<file path="src/rtl/stop_region_detector.sv">
// stop_region_detector
// Counts red RGB565 pixels inside a fixed region of interest once per frame,
// confirms a red scene over several consecutive frames, and issues a single
// f2s_en request to the downstream frame-stop stage. After a request it waits
// for the stop window to end and for the scene to stay clear before re-arming.
module stop_region_detector #(
    parameter int ROI_X0         = 160,
    parameter int ROI_X1         = 479,
    parameter int ROI_Y0         = 120,
    parameter int ROI_Y1         = 359,
    parameter int R_MIN          = 20,
    parameter int G_MAX          = 20,
    parameter int B_MAX          = 12,
    parameter int PIX_THRESH     = 4000,
    parameter int CONFIRM_FRAMES = 3,
    parameter int REARM_FRAMES   = 8
) (
    input  logic        pclk,
    input  logic        reset,
    input  logic [9:0]  x_pixel,
    input  logic [9:0]  y_pixel,
    input  logic [15:0] pixel,
    input  logic        f2s_busy,
    output logic        f2s_en,
    output logic [18:0] red_count,
    output logic        frame_hit,
    output logic        armed
);

    // Parameters narrowed once so every comparison below is width-matched.
    localparam logic [9:0]  ROI_X0_L  = ROI_X0[9:0];
    localparam logic [9:0]  ROI_X1_L  = ROI_X1[9:0];
    localparam logic [9:0]  ROI_Y0_L  = ROI_Y0[9:0];
    localparam logic [9:0]  ROI_Y1_L  = ROI_Y1[9:0];
    localparam logic [5:0]  R_MIN_L   = R_MIN[5:0];
    localparam logic [6:0]  G_MAX_L   = G_MAX[6:0];
    localparam logic [5:0]  B_MAX_L   = B_MAX[5:0];
    localparam logic [19:0] THRESH_L  = PIX_THRESH[19:0];
    localparam logic [3:0]  CONFIRM_L = CONFIRM_FRAMES[3:0];
    localparam logic [3:0]  REARM_L   = REARM_FRAMES[3:0];

    localparam logic [1:0] S_SEARCH    = 2'd0;
    localparam logic [1:0] S_FIRE      = 2'd1;
    localparam logic [1:0] S_WAIT_BUSY = 2'd2;
    localparam logic [1:0] S_REARM     = 2'd3;

    // Pixel classification
    logic [4:0]  r5;
    logic [5:0]  g6;
    logic [4:0]  b5;
    logic        active_px;
    logic        in_roi;
    logic        is_red;
    logic        hit_d;
    logic        yen;
    logic        frame_close;
    logic [18:0] frame_sum;

    // Registered state
    logic        hit_q;
    logic        yen_q;
    logic        eval_q;
    logic [18:0] acc_q;
    logic [18:0] red_count_q;
    logic        frame_hit_q;
    logic [1:0]  state_q;
    logic [1:0]  state_d;
    logic [3:0]  streak_q;
    logic [3:0]  streak_d;
    logic        seen_q;
    logic        seen_d;

    assign r5 = pixel[15:11];
    assign g6 = pixel[10:5];
    assign b5 = pixel[4:0];

    // The active-area gate keeps blanking pixels out even when the ROI bounds
    // reach past the visible frame.
    assign active_px   = (x_pixel < 10'd640) && (y_pixel < 10'd480);
    assign in_roi      = active_px
                      && (x_pixel >= ROI_X0_L) && (x_pixel <= ROI_X1_L)
                      && (y_pixel >= ROI_Y0_L) && (y_pixel <= ROI_Y1_L);
    assign is_red      = ({1'b0, r5} >= R_MIN_L)
                      && ({1'b0, g6} <  G_MAX_L)
                      && ({1'b0, b5} <  B_MAX_L);
    assign hit_d       = in_roi && is_red;

    // Frame ends on the first vertical-blanking cycle; yen_q resets to 0 so a
    // release during blanking cannot look like a frame end.
    assign yen         = (y_pixel < 10'd480);
    assign frame_close = !yen && yen_q;

    // The last active pixel is still sitting in hit_q at frame close.
    assign frame_sum   = acc_q + {18'd0, hit_q};

    // Pixel pipeline, per-frame accumulator and frame result registers.
    always_ff @(posedge pclk or posedge reset) begin
        if (reset) begin
            hit_q       <= 1'b0;
            yen_q       <= 1'b0;
            eval_q      <= 1'b0;
            acc_q       <= '0;
            red_count_q <= '0;
            frame_hit_q <= 1'b0;
        end else begin
            hit_q  <= hit_d;
            yen_q  <= yen;
            eval_q <= frame_close;
            if (frame_close) begin
                red_count_q <= frame_sum;
                frame_hit_q <= ({1'b0, frame_sum} >= THRESH_L);
                acc_q       <= '0;
            end else begin
                acc_q <= frame_sum;
            end
        end
    end

    // Confirm / fire / wait-for-stop / re-arm sequencing; frame results are
    // consumed only on the eval cycle that follows a frame close.
    always_comb begin
        state_d  = state_q;
        streak_d = streak_q;
        seen_d   = seen_q;
        case (state_q)
            S_SEARCH: begin
                if (eval_q) begin
                    if (frame_hit_q) begin
                        if (streak_q + 4'd1 == CONFIRM_L) begin
                            state_d  = S_FIRE;
                            streak_d = 4'd0;
                        end else begin
                            streak_d = streak_q + 4'd1;
                        end
                    end else begin
                        streak_d = 4'd0;
                    end
                end
            end
            S_FIRE: begin
                state_d = S_WAIT_BUSY;
                seen_d  = 1'b0;
            end
            S_WAIT_BUSY: begin
                // Requiring a frame close covers the downstream latency
                // before busy rises.
                if (seen_q || eval_q) begin
                    seen_d = 1'b1;
                    if (!f2s_busy) begin
                        state_d  = S_REARM;
                        streak_d = 4'd0;
                        seen_d   = 1'b0;
                    end
                end
            end
            S_REARM: begin
                if (eval_q) begin
                    if (!frame_hit_q) begin
                        if (streak_q + 4'd1 == REARM_L) begin
                            state_d  = S_SEARCH;
                            streak_d = 4'd0;
                        end else begin
                            streak_d = streak_q + 4'd1;
                        end
                    end else begin
                        streak_d = 4'd0;
                    end
                end
            end
            default: begin
                state_d  = S_SEARCH;
                streak_d = 4'd0;
                seen_d   = 1'b0;
            end
        endcase
    end

    // FSM state registers.
    always_ff @(posedge pclk or posedge reset) begin
        if (reset) begin
            state_q  <= S_SEARCH;
            streak_q <= 4'd0;
            seen_q   <= 1'b0;
        end else begin
            state_q  <= state_d;
            streak_q <= streak_d;
            seen_q   <= seen_d;
        end
    end

    // FIRE lasts exactly one cycle, so the request is a single-cycle pulse.
    assign f2s_en    = (state_q == S_FIRE);
    assign armed     = (state_q == S_SEARCH);
    assign red_count = red_count_q;
    assign frame_hit = frame_hit_q;

endmodule

</file>
<file path="config.mk">
export PLATFORM = sky130hd
export DESIGN_NAME = stop_region_detector
export DESIGN_NICKNAME = d
export VERILOG_FILES = /design/src/rtl/stop_region_detector.sv
export SDC_FILE = /design/constraint.sdc
export NUM_CORES = 1
export LEC_CHECK = 0
export ABC_AREA = 1
export BUFFER_PORTS_ARGS = -buffer_cell sky130_fd_sc_hd__buf_4
export CORE_ASPECT_RATIO = 1.5
export CORE_MARGIN = 2
export CORE_UTILIZATION = 45
export CTS_BUF_LIST = sky130_fd_sc_hd__clkbuf_4
export DETAILED_ROUTE_END_ITERATION = 8
export GPL_TIMING_DRIVEN = 0
export MAX_ROUTING_LAYER = met4
export PLACE_DENSITY = 0.79
export SLEW_MARGIN = 20
export SYNTH_ARGS = -nofsm -noshare
export SYNTH_HDL_FRONTEND = slang
export SYNTH_SLANG_ARGS = --single-unit
export TNS_END_PERCENT = 50
</file>
<file path="constraint.sdc">
create_clock -name pclk -period 3.63 [get_ports pclk]
set_input_delay 0.1815 -clock pclk [delete_from_list [all_inputs] [get_ports pclk]]
set_output_delay 0.1815 -clock pclk [all_outputs]
set_load 0.03 [all_outputs]
</file>
Word-level counts from Yosys, hierarchy flattened
Index checks and enable logic that the tools add are counted.

Output and inout bits: 22. Bits in registers: 49. Word-level logic and storage cells: 73. Input bits: 39.

Mux-type cells: 22. $lt $le $gt $ge: 10. Equality and inequality tests: 13. Add/subtract/negate cells: 2. Reduce and logical (&&, ||, !) cells: 17.

Operator list (count): 4-bit two-way mux (8); 10-bit by 9-bit less-or-equal comparator with 1-bit output (second input constant) (2); 19-bit by 1-bit adder with 19-bit output (1); 19-bit by 12-bit >= comparator with 1-bit output (second input constant) (1); 19-bit two-way mux (1); 2-bit two-way mux (8); 4-bit case mux with 3 select lines (1); 10-bit by 7-bit >= comparator with 1-bit output (second input constant) (1); 10-bit by 8-bit >= comparator with 1-bit output (second input constant) (1); 10-bit less-than comparator (second input constant) (1); 10-bit by 9-bit less-than comparator with 1-bit output (second input constant) (1); 2-bit inequality test (second input constant) (5); 1-bit logical AND (9); 2-bit case mux with 4 select lines (1); 8-bit AND reduction (1); 6-bit by 5-bit less-than comparator with 1-bit output (second input constant) (1); 2-bit by 1-bit inequality test with 1-bit output (second input constant) (3); 5-bit >= comparator (second input constant) (1); 5-bit by 4-bit less-than comparator with 1-bit output (second input constant) (1); 5-bit AND reduction (1); 4-bit by 1-bit adder with 4-bit output (second input constant) (1); 2-bit == test (second input constant) (2); 4-bit by 2-bit == test with 1-bit output (second input constant) (1); 4-bit == test (second input constant) (1); other kinds (9) (10).

Longest topological paths before layout
Gate-level depths: netlist of run 1.

Depth in word-level cells: 7. Mapped depth: 13. Depth with buffers taken out: 13.

Worst setup path after synthesis of run 1
No wires, ideal clock.

Kind: register -> register. Start: register state_q[0]. End: register streak_q[2]. Arrival: 1658 ps. Setup time: 125 ps. Buffers on the path: 0. Cell stages (with the launch flop): 9. Period minus slack after synthesis: 1783 ps. Data required time: 3505 ps. Path slack: 1847 ps. Cells stage by stage: dfrtp_1 inv_1 ha_1 nor2_1 nor2_1 nor2_1 nand2_1 nor2_1 mux2_2.

Cells in the longest elaborated chain, start to end: 3. Elaborated cells on any way between the ends: 10. Those cells by class: eq/ne (6); mux (1); reduce/logical (3).

RTL lines: from (decl) (line 66) `logic [1:0] state_q;`; from (signal assigned) (line 185) `state_q <= state_d;`; 2-bit logical NOT (*); via armed (line 27) `output logic armed`; 2-bit by 1-bit inequality test with 1-bit output (no line) / 3-bit nonzero test (equally long branches); 5-bit AND reduction (no line); to (signal assigned) (line 186) `streak_q <= streak_d;`; to (decl) (line 68) `logic [3:0] streak_q;`.

Mark *: on every way through the listed nets, which the timed path passes. The rest lies on a longest branch. A chain may end at the register's enable or synchronous reset.

Final worst setup path of run 1
Start: register state_q[0]. End: register streak_q[2].

Cells in the longest elaborated chain, start to end: 3. Elaborated cells on any way between the ends: 10. Those cells by class: eq/ne (6); mux (1); reduce/logical (3).

RTL lines: 2-bit == test / 2-bit logical NOT (equally long branches) (line 125) `case (state_q)`; 2-bit inequality test (no line), or another cell as far along; 5-bit AND reduction (no line).

Several ways; a longest one is shown, not always the timed one.

==> flow_metrics.tcl, run 1 <==
set metrics [dict create \
    status "finished, final reports clean" \
    cp-end-kind "flip-flop" \
    antenna_found_initial 0 \
    port_buffers 46 \
    grt_pass1_vias 2358 \
    hpwlAfterDp_um 4422 \
    clk_path_buf_depth 2 \
    netlist_top_cells_count "nand2_1 (79), dfrtp_1 (49), nor2_1 (48)" \
    worst_pin_slew_ns 0.5935 \
    crit-reg2reg-launch "state_q[0]$_DFFE_PP0P_" \
    synth_nets 368 \
    min_period_ns 1.886 \
    drc 0 \
    cts_setup_buffers 0 \
    wl_per_cell_um 12.44 \
    fmax_mhz 530.3 \
    fill_cells 517 \
    grt_max_degree 28 \
    grt_first_pass_wirelength_um 9804 \
    path_max_fanout 6 \
    clock_latency_ns 0.36 \
    yosysTopAreaCell "dfrtp_1" \
    p_per_area_mw_per_mm2 403.1 \
    dr.first_iter.drc_count 65 \
    drv_cap 0 \
    drv_slew 0 \
    start_util_pct 46.91 \
    vias_per_cell 5.101 \
    num_rows 33 \
    gr-usage-all-layers_pct 20.00 \
    num-nets-final 423 \
    antenna_cells 0 \
    max-slew-margin-rel_pct 60.38 \
    io_pins 61 \
    internal-power_uw 849.0 \
    cts_tree "done" \
    ys_top_cells_by_area "dfrtp_1 (48%), nand2_1 (12%), nor2_1 (7.0%)" \
    crit_start "state_q[0]$_DFFE_PP0P_" \
    cts_buffers 5 \
    yosys.area.top_type_share_pct 47.60 \
    async_reset_ff_share_pct 100.0 \
    synth_cells 320 \
    utilization_pct 56.80 \
    seq_area_frac_synth_pct 47.60 \
    min_path_type "in -> reg" \
    finalCritPeriodShare_pct 51.95 \
    switching_share_pct 32.48 \
    cts_sinks 49 \
    synth_cell_types 28 \
    power.leakage_nw 1.585 \
    chipHeight_um 96.67 \
    placed_cells 437 \
    p_sw_uw 408.5 \
    antenna_left 0 \
    fp.dieW_um 65.78 \
    pwr-share-comb_pct 26.7 \
    synth_area_per_cell_um2 8.051 \
    cp-start-kind "flip-flop" \
    routed_wl_um 5534 \
    p_clk_share_pct 24.3 \
    timing.final.ws_setup_ns 1.744 \
    crit_required_ns 3.90 \
    die_area_mm2 0.006359 \
    dr.pass1.iters 4 \
    crit_type "reg -> reg" \
    hold_ws_ns 0.06739 \
    synthFlopType "dfrtp_1" \
    core_mm2 0.005492 \
    place_ws_ns 1.777 \
    synth_edf_count 0 \
    finalNonFillerCells 445 \
    rsz0062_at_grt "no" \
    ctsResizeCount 0 \
    p_total_mw 1.257 \
    cts_root_buf "clkbuf_4" \
    setup_viol 0 \
    yosysMostFrequentCell "nand2_1" \
    detailroute.via_count 2270 \
    peakVddDrop_v 0.0002803 \
    yosysWarnings 0 \
    hold_buffers 1 \
    finalSetupTns_ns 0 \
    hold_viol_final 0 \
    clk_pin_slew_ns 0.13 \
    cts.htree.levels 2 \
    seqPwrFrac_pct 48.9 \
    skew_ns 0.004915 \
    final_area_mm2 0.003119 \
    hp-start "pixel[4]" \
    drive_above_1_share_pct 18.93 \
    gp_congestion 0.9366 \
    area_delta_synth_final_pct 21.08 \
    syn_area_mm2 0.002576 \
    ys_ff_latch 49 \
    worstPathArrival_ns 2.15 \
    gr-total-overflow 0 \
    placed_area_mm2 0.003037 \
]
## per-layer routing
metal | GRT usage, % | vias to the layer above | part of all wire, %
li1 | - | 1126 | -
met1 | 20.56 | 1074 | 37
met2 | 37.14 | 57 | 57
met3 | 2.907 | 13 | 3.3
met4 | 7.051 | 0 | 2.6
met5 | - | - | 0
## layout by cell type, fill, tap and decap left out, drive strengths merged
| cell type | instances |
|---|---|
| clkinv | 1 |
| nor3 | 4 |
| xnor2 | 3 |
| bufinv | 1 |
| a221oi | 1 |
| nand4 | 7 |
| a21oi | 2 |
| nand3 | 22 |
| dlygate4sd3 | 1 |
| nand2 | 82 |
| dfrtp | 49 |
| inv | 34 |
| o21ai | 27 |
| nand3b | 3 |
| clkbuf | 9 |
| buf | 49 |
| o2111ai | 1 |
| xor2 | 7 |
| o21bai | 3 |
| nor2 | 57 |
| mux2 | 1 |
| o22ai | 1 |
| nor3b | 1 |
| ha | 9 |
## logic make-up after synthesis
kind of cell,after synthesis,synth area share [%]
XOR/XNOR,10,3.400
AO/OA/AOI/OAI,35,7.431
adder cells (fa/ha/maj),9,4.371
flip-flops,49,47.60
multiplexers,1,0.4371
AND/OR/NAND/NOR,176,30.84
buffers and inverters,40,5.925
## final timing paths
| kind | endpoint | slack [ns] | depth (start not counted) |
|---|---|---|---|
| worst min-delay path | hit_q$_DFF_PP0_ | 0.07 | 4 |
| max in group asynchronous | seen_q$_DFFE_PP0P_ | 2.70 | 4 |
| worst max-delay path | streak_q[2]$_DFFE_PP0P_ | 1.74 | 8 |
| min in group asynchronous | red_count[4]$_DFFE_PP0P_ | 0.43 | 3 |
| worst max register to register | streak_q[2]$_DFFE_PP0P_ | 1.74 | 8 |
| worst min register to register | red_count[3]$_DFFE_PP0P_ | 0.50 | 2 |
## power by group through the flow
| stage | Combinational, mW | Sequential [mW] | Clock, mW |
|---|---|---|---|
| global placement | 0.320 | 0.620 | 0 |
| CTS | 0.337 | 0.615 | 0.310 |
| floorplan | 0.227 | 0.624 | 0 |
| detailed placement | 0.335 | 0.626 | 0 |
| global route | 0.379 | 0.623 | 0.328 |
| finish | 0.336 | 0.616 | 0.306 |
## flip-flops by register name (all words and copies together) (netlist names)
name / cells
acc_q: 19
red_count: 19
streak_q: 4
state_q: 2
eval_q: 1
frame_hit: 1
hit_q: 1
seen_q: 1
yen_q: 1
## worst max-delay path: stages (launching register included)
cell	delay [ns]
dfrtp_1	0.43
inv_1	0.09
ha_1	0.25
inv_1	0.10
nor3_1	0.06
nor2_1	0.09
nand2_1	0.08
nor2_1	0.31
mux2_2	0.38
## cell type report
cell class | instances | area, um^2 | share of cell area [%]
flip-flops and latches | 49 | 1226 | 39.31
multi-input cells | 231 | 1197 | 38.39
plain buffers | 6 | 25.02 | 0.8022
clock buffers | 5 | 37.54 | 1.203
inverters | 34 | 127.6 | 4.091
repair buffers | 48 | 382.9 | 12.27
well taps | 70 | 87.58 | 2.808
clock inverters | 2 | 35.03 | 1.123
No activity file was read; power rests on OpenSTA's default activity.
==> run 2, diff against run 1 <==
- ABC_AREA: 1 -> 0
- PLACE_DENSITY: 0.79 -> 0.81
- clock period: 3.63 -> 1.5 ns (I/O delays scaled with it)
==> run 2 against run 1 <==
  * Sequential share of layout area down 6.9 points
  * Largest power group unchanged
  * The flow now finishes with violations (negative setup slack)
  * Sequential power up 150%
  * Highest routed layer unchanged
  * Clock power up 90%
  * Final cell count up 0.22%
  * Critical path depth down 1
  * Global-route usage up 3.0 points
==> flow_metrics.tcl, run 2 <==
set metrics [dict create \
    dr.first_iter.drc_count 96 \
    cts_buffers 5 \
    cp-end-kind "flip-flop" \
    async_reset_ff_share_pct 100.0 \
    ys_ff_latch 49 \
    fp.dieW_um 66.90 \
    finalSetupTns_ns -2.558 \
    max-slew-margin-rel_pct 62.17 \
    synth_edf_count 0 \
    core_mm2 0.005786 \
    seq_area_frac_synth_pct 45.92 \
    internal-power_mw 2.142 \
    fmax_mhz 492.6 \
    path_max_fanout 6 \
    hold_viol_final 0 \
    detailroute.via_count 2499 \
    crit_start "acc_q[0]$_DFF_PP0_" \
    synth_cells 286 \
    p_total_mw 3.269 \
    die_area_mm2 0.006578 \
    grt_first_pass_wirelength_um 11560 \
    timing.final.ws_setup_ns -0.5300 \
    yosysTopAreaCell "dfrtp_1" \
    yosysWarnings 0 \
    finalCritPeriodShare_pct 135.3 \
    power.leakage_nw 1.776 \
    hold_ws_ns 0.02842 \
    area_delta_synth_final_pct 43.11 \
    start_util_pct 46.15 \
    antenna_left 0 \
    final_common_cell "buf_4" \
    cts_root_buf "clkbuf_4" \
    endpoint "frame_hit$_DFFE_PP0P_" \
    synth_area_per_cell_um2 9.336 \
    place_ws_ns -0.5818 \
    grt_pass1_vias 2533 \
    crit_type "reg -> reg" \
    peakVddDrop_v 0.0005054 \
    crit_slowest_cell "or4_4" \
    clk_path_buf_depth 2 \
    crit-reg2reg-launch "acc_q[0]$_DFF_PP0_" \
    p_per_area_mw_per_mm2 855.6 \
    antenna_found_initial 0 \
    fill_cells 434 \
    min_period_ns 2.030 \
    p_sw_mw 1.127 \
    dr.pass1.iters 4 \
    yosysMostFrequentCell "dfrtp_1" \
    cts.htree.levels 2 \
    gp_congestion 0.8627 \
    critPathBufInv 1 \
    cts_tree "done" \
    violations "negative setup slack" \
    worst_pin_slew_ns 0.5667 \
    wl_per_cell_um 15.57 \
    synth_cell_types 53 \
    pwr-share-comb_pct 36.1 \
    status "complete, but fails checks" \
    setup_viol 21 \
    hpwlAfterDp_um 4324 \
    synth_nets 334 \
    drv_cap 0 \
    placed_area_mm2 0.003179 \
    switching_share_pct 34.47 \
    num-nets-final 422 \
    rsz0062_at_grt "yes" \
    netlist_top_cells_count "dfrtp_1 (49), nand2_1 (39), nor2_1 (31)" \
    crit_family "compound AO/OA/AOI/OAI gates" \
    worstPathArrival_ns 2.33 \
    crit_chain "ha_2 -> buf_6 -> o21ai_0 -> o311a_1 -> a31oi_1 -> or4_4 -> a41oi_2" \
    drv_slew 0 \
    drive_above_1_share_pct 40.64 \
    min_path_type "in -> reg" \
    yosys.area.top_type_share_pct 45.92 \
    critical_path.max_stage_delay_ns 0.54 \
    ys_top_cells_by_area "dfrtp_1 (46%), nand2_1 (5.5%), nor2_1 (4.4%)" \
    syn_area_mm2 0.002670 \
    clk_pin_slew_ns 0.13 \
    grt_max_degree 26 \
    r2r-end "frame_hit$_DFFE_PP0P_" \
    num_rows 34 \
    port_buffers 46 \
    synthFlopType "dfrtp_1" \
    crit_required_ns 1.80 \
    rrSetupSlack_ns -0.53 \
    cp_num_cells 7 \
    clock_latency_ns 0.37 \
    chipHeight_um 98.34 \
    gr-usage-all-layers_pct 23.04 \
    cts_sinks 49 \
    io_pins 61 \
    antenna_cells 0 \
    seqPwrFrac_pct 46.1 \
    multi_input_area_mm2 0.001644 \
    reg2reg_depth 7 \
    skew_ns 0.007354 \
    drc 0 \
    gr-total-overflow 0 \
    ff_latch_area_mm2 0.001240 \
    routed_wl_um 6944 \
    vias_per_cell 5.603 \
    layout_common_cells "buf_4 (69), dfrtp_1 (38), nand2_1 (37), nor2_1 (30), o21ai_1 (13)" \
    final_area_mm2 0.003821 \
    p_clk_share_pct 17.8 \
    cp-start-kind "flip-flop" \
]
run 2: worst min path at each step:
stage / from / endpoint / slack, ns / cells past startpoint
5_1_grt: pixel[8] / hit_q$_DFF_PP0_ / 0.01 / 4
3_5_place_dp: reset / streak_q[1]$_DFFE_PP0P_ / 0.18 / 2
3_3_place_gp: y_pixel[9] / yen_q$_DFF_PP0_ / 0.27 / 2
4_1_cts: y_pixel[9] / hit_q$_DFF_PP0_ / 0.002 / 4
2_1_floorplan: y_pixel[9] / yen_q$_DFF_PP0_ / 0.16 / 1
6_report: pixel[8] / hit_q$_DFF_PP0_ / 0.03 / 4
run 2: power by group through the flow:
| stage | Sequential (mW) | Combinational [mW] | Clock, mW |
|---|---|---|---|
| after floorplan | 1.51 | 0.731 | 0 |
| after global placement | 1.52 | 0.928 | 0 |
| after detailed placement | 1.53 | 0.976 | 0 |
| after CTS | 1.50 | 1.09 | 0.592 |
| after global routing | 1.52 | 1.30 | 0.652 |
| final | 1.51 | 1.18 | 0.582 |
run 2: stage by stage:
step	util [%]	instances
2_1_floorplan	-	286
3_3_place_gp	54.48	404
3_5_place_dp	54.95	405
4_1_cts	63.41	436
5_1_grt	66.05	446
6_report	66.05	446
run 2: cells by family after synthesis:
| kind of cell | count (synthesis) | synth area share, % |
|---|---|---|
| buffers and inverters | 22 | 3.983 |
| AOI/OAI and AO/OA | 58 | 14.57 |
| DFF | 49 | 45.92 |
| and+or+nand+nor | 122 | 22.54 |
| xor gates and xnor gates | 22 | 7.217 |
| muxes | 4 | 1.546 |
| adders and majority gates | 9 | 4.218 |
run 2: routing by layer:
metal / track usage (%) / part of all wire [%]
met5: - / 0
met3: 4.493 / 4.4
met4: 10.05 / 4.3
met2: 38.92 / 55
met1: 25.85 / 36
run 2: cell type report:
class / count / share of cell area, %
plain buffers: 12 / 1.965
clock buffers: 5 / 0.9823
clock inverters: 2 / 0.2947
repair buffers: 83 / 18.14
flip-flops and latches: 49 / 32.45
multi-input cells: 215 / 43.03
inverters: 8 / 0.7859
well taps: 72 / 2.358
run 2: timing repair:
action | 4_1_cts | 5_1_grt
hold endpoints to repair | 27 | 1
hold buffers | 8 | 1
setup endpoints to repair | 36 | 39
pin swaps | 17 | 12
resized for setup | 58 | 25
buffers inserted | 17 | 10
run 2: worst register-to-register path, delay by kind of cell, from the launching register on:
| kind | cells | cell delay (ns) |
|---|---|---|
| compound gates | 4 | 0.68 |
| fa+ha+maj | 1 | 0.19 |
| buf+inv | 1 | 0.13 |
| flops | 1 | 0.42 |
| simple gates | 1 | 0.54 |
